### src/rtl/enc1553_pkg.sv
// Shared definitions for the 1553 transmit encoder.
// - SYNC_CSW / SYNC_DW : 6-half-bit sync patterns (command/status vs data)
// - WORD_HALF_BITS     : half-bits per encoded word (sync + 16 data + parity)
// - enc_state_e        : serializer FSM states
// - manchester_pack()  : builds the 40-half-bit line pattern, MSB transmitted first
package enc1553_pkg;

    localparam logic [5:0] SYNC_CSW       = 6'b111000;
    localparam logic [5:0] SYNC_DW        = 6'b000111;
    localparam int         WORD_HALF_BITS = 40;

    typedef enum logic [1:0] {
        ST_IDLE,
        ST_LOAD,
        ST_SHIFT,
        ST_GAP
    } enc_state_e;

    // Pattern bit 39 goes on the line first. Data bit b occupies
    // pattern bits [2b+3:2b+2] as {b, ~b}; parity sits in [1:0].
    function automatic logic [WORD_HALF_BITS-1:0] manchester_pack(
        input logic [15:0] word,
        input logic        csw,
        input logic        parity_odd
    );
        logic [WORD_HALF_BITS-1:0] pat;
        logic                      p;
        p          = parity_odd ? ~^word : ^word;
        pat        = '0;
        pat[39:34] = csw ? SYNC_CSW : SYNC_DW;
        for (int i = 0; i < 16; i++) begin
            pat[2*i+3] = word[i];
            pat[2*i+2] = ~word[i];
        end
        pat[1] = p;
        pat[0] = ~p;
        return pat;
    endfunction

endpackage

### src/rtl/enc1553_word_fifo.sv
// Synchronous word queue for the 1553 encoder.
// Ports:
//   clk_i, rst_ni   : clock, asynchronous active-low reset
//   flush_i         : empties the queue; blocks any push/pop in the same cycle
//   push_i, din_i   : write request and entry {csw, word}
//   pop_i, dout_o   : read request and head entry (valid while !empty_o)
//   full_o, empty_o : status flags
//   level_o         : number of queued entries
module enc1553_word_fifo #(
    parameter int FIFO_DEPTH = 4,
    parameter int WIDTH      = 17
) (
    input  logic                                clk_i,
    input  logic                                rst_ni,
    input  logic                                flush_i,
    input  logic                                push_i,
    input  logic [WIDTH-1:0]                    din_i,
    input  logic                                pop_i,
    output logic [WIDTH-1:0]                    dout_o,
    output logic                                full_o,
    output logic                                empty_o,
    output logic [$clog2(FIFO_DEPTH+1)-1:0]     level_o
);
    localparam int AW = $clog2(FIFO_DEPTH);
    localparam int LW = $clog2(FIFO_DEPTH+1);

    logic [WIDTH-1:0] mem_q [FIFO_DEPTH];
    logic [AW-1:0]    wr_q, rd_q;
    logic [LW-1:0]    cnt_q;
    logic             do_push, do_pop;

    assign full_o  = (cnt_q == LW'(FIFO_DEPTH));
    assign empty_o = (cnt_q == '0);
    assign level_o = cnt_q;
    assign dout_o  = mem_q[rd_q];

    // A full queue refuses a push even if a pop frees a slot this cycle.
    assign do_push = push_i && !full_o && !flush_i;
    assign do_pop  = pop_i && !empty_o && !flush_i;

    always_ff @(posedge clk_i or negedge rst_ni) begin
        if (!rst_ni) begin
            wr_q  <= '0;
            rd_q  <= '0;
            cnt_q <= '0;
        end else if (flush_i) begin
            wr_q  <= '0;
            rd_q  <= '0;
            cnt_q <= '0;
        end else begin
            if (do_push) wr_q <= wr_q + AW'(1);
            if (do_pop)  rd_q <= rd_q + AW'(1);
            cnt_q <= cnt_q + LW'(do_push) - LW'(do_pop);
        end
    end

    always_ff @(posedge clk_i) begin
        if (do_push) mem_q[wr_q] <= din_i;
    end

endmodule

### src/rtl/encoder_1553_tx.sv
// MIL-STD-1553 Manchester-II word encoder (transmit path).
// Words are queued, then serialized back-to-back as one message; once the
// queue drains (or on abort) the line is held idle for at least MIN_GAP
// half-bits before a new message may start.
// Ports:
//   enc_clk, rst_n       : clock, asynchronous active-low reset
//   tx_word, tx_csw      : word and sync type, qualified by tx_valid
//   tx_valid, tx_ready   : push handshake (tx_ready = queue not full)
//   tx_abort             : flush queue and stop the current word
//   tx_data, tx_dval     : registered serial line and line-driven flag
//   tx_busy              : queue non-empty or serializer active or gap running
//   fifo_level           : queued word count
//   words_sent           : completed-word counter (wraps)
module encoder_1553_tx
    import enc1553_pkg::*;
#(
    parameter int FIFO_DEPTH    = 4,
    parameter int HALF_BIT_CLKS = 1,
    parameter int MIN_GAP       = 8,
    parameter int PARITY_ODD    = 1
) (
    input  logic                                enc_clk,
    input  logic                                rst_n,
    input  logic [15:0]                         tx_word,
    input  logic                                tx_csw,
    input  logic                                tx_valid,
    output logic                                tx_ready,
    input  logic                                tx_abort,
    output logic                                tx_data,
    output logic                                tx_dval,
    output logic                                tx_busy,
    output logic [$clog2(FIFO_DEPTH+1)-1:0]     fifo_level,
    output logic [15:0]                         words_sent
);
    localparam int   PW      = (HALF_BIT_CLKS > 1) ? $clog2(HALF_BIT_CLKS) : 1;
    localparam int   GAP_CYC = MIN_GAP * HALF_BIT_CLKS;
    localparam int   GW      = (GAP_CYC > 0) ? $clog2(GAP_CYC + 1) : 1;
    localparam logic [PW-1:0] PRESC_LAST = PW'(HALF_BIT_CLKS - 1);
    localparam logic [GW-1:0] GAP_LOAD   = GW'(GAP_CYC);
    localparam logic [5:0]    HB_LAST    = 6'(WORD_HALF_BITS - 1);
    localparam logic          PAR_ODD    = (PARITY_ODD != 0);

    enc_state_e                  state_q, state_d;
    logic [5:0]                  hb_q, hb_d;
    logic [PW-1:0]               presc_q, presc_d;
    logic [GW-1:0]               gap_q, gap_d;
    logic [WORD_HALF_BITS-1:0]   sr_q, sr_d;
    logic [16:0]                 word_q, word_d;
    logic                        tx_data_q, tx_data_d;
    logic                        tx_dval_q, tx_dval_d;
    logic [15:0]                 sent_q;

    logic        fifo_push, fifo_pop, fifo_full, fifo_empty;
    logic [16:0] fifo_dout;
    logic        word_done, abort_go;

    enc1553_word_fifo #(
        .FIFO_DEPTH (FIFO_DEPTH),
        .WIDTH      (17)
    ) u_fifo (
        .clk_i   (enc_clk),
        .rst_ni  (rst_n),
        .flush_i (tx_abort),
        .push_i  (fifo_push),
        .din_i   ({tx_csw, tx_word}),
        .pop_i   (fifo_pop),
        .dout_o  (fifo_dout),
        .full_o  (fifo_full),
        .empty_o (fifo_empty),
        .level_o (fifo_level)
    );

    assign tx_ready   = !fifo_full;
    assign fifo_push  = tx_valid && !fifo_full && !tx_abort;
    // Abort with nothing queued and nothing on the line must not start a gap.
    assign abort_go   = tx_abort && !(state_q == ST_IDLE && fifo_empty);
    assign tx_data    = tx_data_q;
    assign tx_dval    = tx_dval_q;
    assign tx_busy    = !fifo_empty || (state_q != ST_IDLE);
    assign words_sent = sent_q;

    always_comb begin
        state_d   = state_q;
        hb_d      = hb_q;
        presc_d   = presc_q;
        gap_d     = gap_q;
        sr_d      = sr_q;
        word_d    = word_q;
        fifo_pop  = 1'b0;
        word_done = 1'b0;
        tx_data_d = 1'b0;
        tx_dval_d = 1'b0;
        case (state_q)
            ST_IDLE: begin
                if (!fifo_empty && gap_q == '0) begin
                    fifo_pop = 1'b1;
                    word_d   = fifo_dout;
                    state_d  = ST_LOAD;
                end
            end
            ST_LOAD: begin
                sr_d      = manchester_pack(word_q[15:0], word_q[16], PAR_ODD);
                hb_d      = '0;
                presc_d   = '0;
                tx_dval_d = 1'b1;
                tx_data_d = sr_d[WORD_HALF_BITS-1];
                state_d   = ST_SHIFT;
            end
            ST_SHIFT: begin
                tx_dval_d = 1'b1;
                tx_data_d = sr_q[WORD_HALF_BITS-1];
                if (presc_q != PRESC_LAST) begin
                    presc_d = presc_q + PW'(1);
                end else begin
                    presc_d = '0;
                    if (hb_q != HB_LAST) begin
                        hb_d      = hb_q + 6'd1;
                        sr_d      = {sr_q[WORD_HALF_BITS-2:0], 1'b0};
                        tx_data_d = sr_d[WORD_HALF_BITS-1];
                    end else begin
                        word_done = 1'b1;
                        if (!fifo_empty) begin
                            // Chain the next queued word with no idle half-bit.
                            fifo_pop  = 1'b1;
                            hb_d      = '0;
                            sr_d      = manchester_pack(fifo_dout[15:0], fifo_dout[16], PAR_ODD);
                            tx_data_d = sr_d[WORD_HALF_BITS-1];
                        end else begin
                            state_d   = ST_GAP;
                            gap_d     = GAP_LOAD;
                            tx_dval_d = 1'b0;
                            tx_data_d = 1'b0;
                        end
                    end
                end
            end
            ST_GAP: begin
                if (gap_q <= GW'(1)) begin
                    gap_d   = '0;
                    state_d = ST_IDLE;
                end else begin
                    gap_d = gap_q - GW'(1);
                end
            end
            default: state_d = ST_IDLE;
        endcase
        // Abort overrides everything, including a word finishing this cycle.
        if (abort_go) begin
            state_d   = ST_GAP;
            gap_d     = GAP_LOAD;
            fifo_pop  = 1'b0;
            word_done = 1'b0;
            tx_data_d = 1'b0;
            tx_dval_d = 1'b0;
        end
    end

    always_ff @(posedge enc_clk or negedge rst_n) begin
        if (!rst_n) begin
            state_q   <= ST_IDLE;
            hb_q      <= '0;
            presc_q   <= '0;
            gap_q     <= '0;
            tx_data_q <= 1'b0;
            tx_dval_q <= 1'b0;
            sent_q    <= '0;
        end else begin
            state_q   <= state_d;
            hb_q      <= hb_d;
            presc_q   <= presc_d;
            gap_q     <= gap_d;
            tx_data_q <= tx_data_d;
            tx_dval_q <= tx_dval_d;
            if (word_done) sent_q <= sent_q + 16'd1;
        end
    end

    always_ff @(posedge enc_clk) begin
        sr_q   <= sr_d;
        word_q <= word_d;
    end

endmodule

### config.mk
export PLATFORM = sky130hd
export DESIGN_NAME = encoder_1553_tx
export DESIGN_NICKNAME = d
export VERILOG_FILES = /design/src/rtl/enc1553_pkg.sv /design/src/rtl/enc1553_word_fifo.sv /design/src/rtl/encoder_1553_tx.sv
export SDC_FILE = /design/constraint.sdc
export NUM_CORES = 1
export LEC_CHECK = 0
export ABC_AREA = 1
export BUFFER_PORTS_ARGS = -buffer_cell sky130_fd_sc_hd__buf_2
export CAP_MARGIN = 20
export CORE_ASPECT_RATIO = 1.75
export CORE_MARGIN = 1.5
export CORE_UTILIZATION = 61
export DETAILED_ROUTE_END_ITERATION = 10
export PLACE_DENSITY = 0.83
export SLEW_MARGIN = 20
export SYNTH_ARGS = -nofsm -noshare
export SYNTH_HDL_FRONTEND = slang
export SYNTH_SLANG_ARGS = --single-unit
### constraint.sdc
create_clock -name enc_clk -period 3.69 [get_ports enc_clk]
set_clock_uncertainty 0.1 [all_clocks]
set_input_delay 0.5535 -clock enc_clk [delete_from_list [all_inputs] [get_ports enc_clk]]
set_output_delay 0.5535 -clock enc_clk [all_outputs]
set_load 0.1 [all_outputs]
## After elaboration in Yosys (flattened, before gate mapping)

Memories as Yosys holds them, arrays and structs flattened.
Index checks and enable logic that the tools add are counted.

- Register bits after elaboration: 95
- Bits in writable memories: 68
- Input port bits: 21
- Output and inout bits: 23
- Word-level logic and storage cells: 147
- Memories: 1

- $add $sub $neg: 8
- $lt $le $gt $ge: 1
- Eq/ne operators: 12
- Multiplexer cells: 51
- Bitwise logic cells: 34
- Reductions and logical operators: 28

Memory list:

| name | depth | bits a word | rd ports | clocked after memory_dff | write ports | RTL line | source |
|---|---|---|---|---|---|---|---|
| u_fifo.mem_q | 4 | 17 | 1 | 0 | 1 | enc1553_word_fifo.sv:27 | `logic [WIDTH-1:0] mem_q [FIFO_DEPTH];` |

Operator list:

| kind | count |
|---|---|
| $mux W40 | 3 |
| $pmux W40 S2 | 1 |
| $not A1 Y1 | 34 |
| $reduce_xnor A16 Y1 | 2 |
| $mux W6 | 5 |
| $mux W2 | 10 |
| $mux W4 | 5 |
| $mux W1 | 19 |
| $add A16 B1 Y16 const B | 1 |
| $ne A3 B3 Y1 const B | 5 |
| $pmux W6 S2 | 1 |
| $logic_and A1 B1 Y1 | 9 |
| $pmux W1 S2 | 4 |
| $pmux W2 S4 | 1 |
| $pmux W4 S2 | 1 |
| $reduce_bool A2 Y1 | 4 |
| $add A6 B1 Y6 const B | 1 |
| $ne A6 B6 Y1 const B | 1 |
| $reduce_and A5 Y1 | 1 |
| $add A2 B1 Y2 const B | 2 |
| $eq A2 B2 Y1 const B | 2 |
| $le A4 B1 Y1 const B | 1 |
| $logic_not A1 Y1 | 4 |
| $logic_not A4 Y1 | 1 |
| other kinds (16) | 16 |

## Logic depth before layout (Yosys ltp)

- Depth in word-level cells: 10
- Depth in mapped cells: 18
- Gate-level depth less buffers: 16

## By module

From an unflattened synthesis, not the netlist that was laid out.

- Cell total of the unflattened synthesis: 751
- Area, all modules: 7678.6 um^2

Modules (own cells, without submodules):

| module | instances | cells an instance | area an instance (um^2) |
|---|---|---|---|
| encoder_1553_tx | 1 | 524 | 4639.4 |
| enc1553_word_fifo | 1 | 227 | 3039.2 |

## Worst setup path before layout

Ideal clock, no wire load.

- Path type: flip-flop to flip-flop
- From: register u_fifo.cnt_q[0] (netlist: u_fifo.level_o[0])
- To: register u_fifo.cnt_q[2] (netlist: u_fifo.level_o[2])
- Library setup time: 0.126 ns
- Arrival: 3.514 ns
- Data required time: 3.464 ns
- Slack: -0.050 ns
- Stages on the path, launching flop included: 14
- Period minus slack after synthesis: 3.740 ns
- Cell sequence: dfrtp_1 inv_1 nand2_1 nand3_1 nor2_1 inv_1 a211oi_2 ha_1 inv_1 ha_1 inv_1 fa_1 o21ai_0 a21oi_1

- Longest elaborated chain between the ends: 10
- Elaborated cells between the ends (all ways): 23
- Those cells by class: add/sub: 2; eq/ne: 1; mux: 7; reduce/logical: 13

RTL lines:

| what | RTL line | source |
|---|---|---|
| from (decl) | enc1553_word_fifo.sv:29 | `logic [LW-1:0] cnt_q;` |
| from (signal assigned) | enc1553_word_fifo.sv:53 | `cnt_q <= cnt_q + LW'(do_push) - LW'(do_pop);` |
| $logic_not A3 Y1 | enc1553_word_fifo.sv:33 | `assign empty_o = (cnt_q == '0);` |
| $mux W1 or $logic_not A1 Y1 (tied branches) | encoder_1553_tx.sv:122, enc1553_word_fifo.sv:39, encoder_1553_tx.sv:95 |  |
| $mux W1 or $logic_and A1 B1 Y1 (tied branches) | encoder_1553_tx.sv:116, encoder_1553_tx.sv:95 |  |
| $mux W1, on equally long branches | encoder_1553_tx.sv:112, encoder_1553_tx.sv:95 |  |
| $pmux W1 S2 | encoder_1553_tx.sv:93 | `case (state_q)` |
| $mux W1 | encoder_1553_tx.sv:148 | `if (abort_go) begin` |
| $logic_and A1 B1 Y1 (2 in a row) | enc1553_word_fifo.sv:39 | `assign do_pop = pop_i && !empty_o && !flush_i;` |
| $sub A3 B1 Y3 * | enc1553_word_fifo.sv:53 |  |
| $mux W3 * | enc1553_word_fifo.sv:46 | `end else if (flush_i) begin` |

Mark *: on every way between the ends. The rest lies on a longest branch, timed or not.
A chain may end at the register's enable or synchronous reset.

## Worst setup path in the final report

- From: register gap_q[0]
- To: register u_fifo.cnt_q[2] (netlist: u_fifo.level_o[2])

- Longest elaborated chain between the ends: 9

RTL lines:

| what | RTL line | source |
|---|---|---|
| from (decl) | encoder_1553_tx.sv:46 | `logic [GW-1:0] gap_q, gap_d;` |
| from (signal assigned) | encoder_1553_tx.sv:171 | `gap_q <= gap_d;` |
| $logic_not A4 Y1 | encoder_1553_tx.sv:95 | `if (!fifo_empty && gap_q == '0) begin` |
| $logic_and A1 B1 Y1 | encoder_1553_tx.sv:95 |  |
| $mux W1 | encoder_1553_tx.sv:95 |  |
| $pmux W1 S2 | encoder_1553_tx.sv:93 |  |
| $mux W1 | encoder_1553_tx.sv:148 |  |
| $logic_and A1 B1 Y1 (2 in a row) | enc1553_word_fifo.sv:39 |  |
| $sub A3 B1 Y3 | enc1553_word_fifo.sv:53 |  |
| $mux W3 | enc1553_word_fifo.sv:46 |  |

No other way between the ends.

==> results.yml <==
global_route:
  grt_pass1_vias: 5068
  grtUsageTotal: 0.2293
  grt_max_degree: 46
  grt_first_pass_wirelength_um: 22810
  busiest_layer: "met2"
  grt_use_met2: 0.4227
  grt_overflow: 0
  met3_usage: 0.05074
  antenna_found_initial: 0
  met1_usage: 0.2458
clocking:
  cts_root_buf: "clkbuf_16"
  cts_buffers: 17
  cts_tree: "yes"
  clock-sinks: 161
  worstSkewPairLatency_ns: 0.43
  path_clk_slew_ns: 0.07
  cts_resized: 0
  cts_hold_buf: 0
  cts_max_level: 4
  post_cts_buffers: 0
  ctsLongestPathBuffers: 2
placed_design:
  gp_congestion: 0.8108
  hpwl_um: 9335
  port_buffers: 43
yosys:
  synth-seq-area-share: 0.6206
  synth_fp_nets: 749
  synthTopCellsByArea: "edfxtp_1 50%, dfrtp_1 12%, nand2_1 11%"
  netlist-cell-type-count: 42
  synth_edf_count: 124
  yosys.area.top_type_share: 0.4970
  yosys_warnings: 0
  synth_top_area_cell: "edfxtp_1"
  synth_area_per_cell_um2: 10.52
  syn_inst: 712
  async_flop_share: 0.2298
  synth_ff_type: "edfxtp_1"
  syn_area_um2: 7492
  synth-seq-cells: 161
detailed_routing:
  detail_route.first_pass.iterations: 5
  wl_per_cell_um: 14.58
  initialDrtViolationCount: 284
  viasPerCell: 5.460
  vias: 5149
  antenna_left: 0
  wl_um: 13750
  post-route-drc-count: 0
power_and_ir_drop:
  p_leak_nw: 3.714
  vdd_drop_max_mv: 0.4656
  pwr-share-clk: 0.331
  switching_share: 0.2994
  power.switching_mw: 1.588
  seq_power_share: 0.475
  pwr-share-comb: 0.194
  intPower_mw: 3.716
  powerDensity_nw_per_um2: 626.9
sta:
  max_freq_mhz: 337.0
  finalCriticalPeriod_ns: 2.967
  min_period_over_period: 0.8041
  slew_headroom: 0.4632
  rsz0062_at_grt: "false"
  drv_slew: 0
  finalSetupTns_ns: 0
  setup_violations: 0
  finalHoldViolations: 0
  worstMarginPinSlew_ns: 0.8052
floorplan:
  dieWidth_um: 86.78
  num_rows: 53
  core_area_um2: 12000
  chipHeight_um: 149.6
  start_util: 0.6242
  ioPinCount: 44
  die_area_um2: 12980
worst_setup_path:
  crit_arrival_ns: 3.17
  startpoint_type: "register"
  cp_data_required_time_ns: 3.90
  r2r_slack_ns: 0.72
  crit_start: "gap_q[0]$_DFFE_PN0P_"
  reg2reg_from: "gap_q[0]$_DFFE_PN0P_"
  endpoint: "u_fifo.level_o[2]$_DFF_PN0_"
  path_max_fanout: 18
  cp-end-kind: "register"
  path_class: "reg -> reg"
  r2r-end: "u_fifo.level_o[2]$_DFF_PN0_"
  r2r_cells: 14
worst_hold_path:
  hold_class: "in -> async"
finish:
  drive_above_1_share: 0.1517
  diodes: 0
  area_delta_synth_final_pct: 12.93
  nets: 802
  utilization: 0.7049
outcome:
  status: "finished clean"
run:
  maxCapViolations: 0
sequential cells by signal, indices dropped and copies added, names as in the netlist:
name            flops
gap_q               4
sr_q               39
word_q             17
words_sent         16
hb_q                6
tx_dval             1
state_q             2
u_fifo.level_o      3
u_fifo.rd_q         2
u_fifo.wr_q         2
tx_data             1
u_fifo.mem_q       68
synthesized netlist by cell type, types with 9 or more instances:
library cell / number
xnor2_1: 16
ha_1: 15
dfrtp_1: 37
xor2_1: 16
a21o_1: 16
o21ai_0: 15
o22ai_1: 21
nand2_2: 9
inv_1: 49
nand2_1: 220
a21oi_1: 9
edfxtp_1: 124
nor2_1: 55
nand3_1: 51
layer usage:
metal	wire [µm]	up-vias	share of wire
met2	7729	164	0.56
met1	5104	2464	0.37
met5	0	-	0
met4	318	0	0.023
li1	-	2489	-
met3	595	32	0.043
power by group through the flow:
stage / clock, mW / sequential [mW] / combinational (mW)
floorplan: 0 / 2.59 / 0.694
global placement: 0 / 2.54 / 0.966
detailed placement: 0 / 2.55 / 1.01
CTS: 1.79 / 2.52 / 1.03
global route: 1.86 / 2.55 / 1.13
finish: 1.76 / 2.52 / 1.03
area by class of cell:
class | instances | area [µm²]
flip-flops and latches | 161 | 4649
inverters | 57 | 219.0
fillers | 823 | 3542
well taps | 165 | 206.4
clock buffers | 17 | 425.4
repair buffers | 53 | 302.8
clock inverters | 15 | 171.4
multi-input cells | 475 | 2486
stage by stage:
| stage | power (mW) | std cells | area (µm²) | setup slack, ns | hold slack, ns |
|---|---|---|---|---|---|
| 2_1_floorplan | 3.280 | 712 | 7495 | 0.02010 | 0.1579 |
| 6_report | 5.304 | 943 | 8461 | 0.7228 | 0.1213 |
| 5_1_grt | 5.543 | 943 | 8461 | 0.4913 | 0.1849 |
| 3_3_place_gp | 3.501 | 911 | 7864 | 0.8973 | 0.3743 |
| 4_1_cts | 5.335 | 943 | 8461 | 0.7226 | 0.1320 |
| 3_5_place_dp | 3.563 | 911 | 7864 | 0.7383 | 0.3818 |
worst min path at each step:
| stage | cells past startpoint | endpoint | slack [ns] |
|---|---|---|---|
| after floorplan | 0 | gap_q[0]$_DFFE_PN0P_ | 0.16 |
| after global placement | 1 | words_sent[14]$_DFFE_PN0P_ | 0.37 |
| after detailed placement | 1 | words_sent[14]$_DFFE_PN0P_ | 0.38 |
| after CTS | 1 | hb_q[4]$_DFFE_PN0P_ | 0.13 |
| after global routing | 1 | hb_q[4]$_DFFE_PN0P_ | 0.18 |
| final | 1 | words_sent[2]$_DFFE_PN0P_ | 0.12 |
worst max-delay path, stage by stage (launching register included):
cell and delay [ns]:
dfrtp_1 0.40, inv_1 0.17, ha_1 0.18, nand3_1 0.11, nor2_2 0.10, buf_4 0.25
inv_1 0.08, a211oi_2 0.30, ha_1 0.28, inv_1 0.06, ha_1 0.13, inv_1 0.04
fa_1 0.37, o21ai_0 0.20, a21oi_1 0.06
cell usage in the layout (no fill, tap or decap), types with 2 or more instances in the layout:
master	count
nand2_1	220
edfxtp_1	124
nor2_1	54
nand3_1	51
inv_1	49
buf_2	43
dfrtp_1	37
o22ai_1	21
clkbuf_16	17
a21o_1	16
xnor2_1	16
xor2_1	16
o21ai_0	15
ha_1	15
nand2_2	9
a21oi_1	9
buf_4	9
inv_2	6
nor2_4	6
inv_6	6
o21ai_1	4
clkinvlp_4	4
nor2_2	3
nor3_1	3
clkinv_4	3
xnor2_2	2
bufinv_16	2
kinds of logic after synthesis:
group | share of synthesized area
flops | 0.6206
simple gates | 0.2012
mux | 0.001503
xor+xnor | 0.04175
compound gates | 0.05929
fa+ha+maj | 0.02772
buf+inv | 0.04793
No activity file was read; power rests on OpenSTA's default activity.
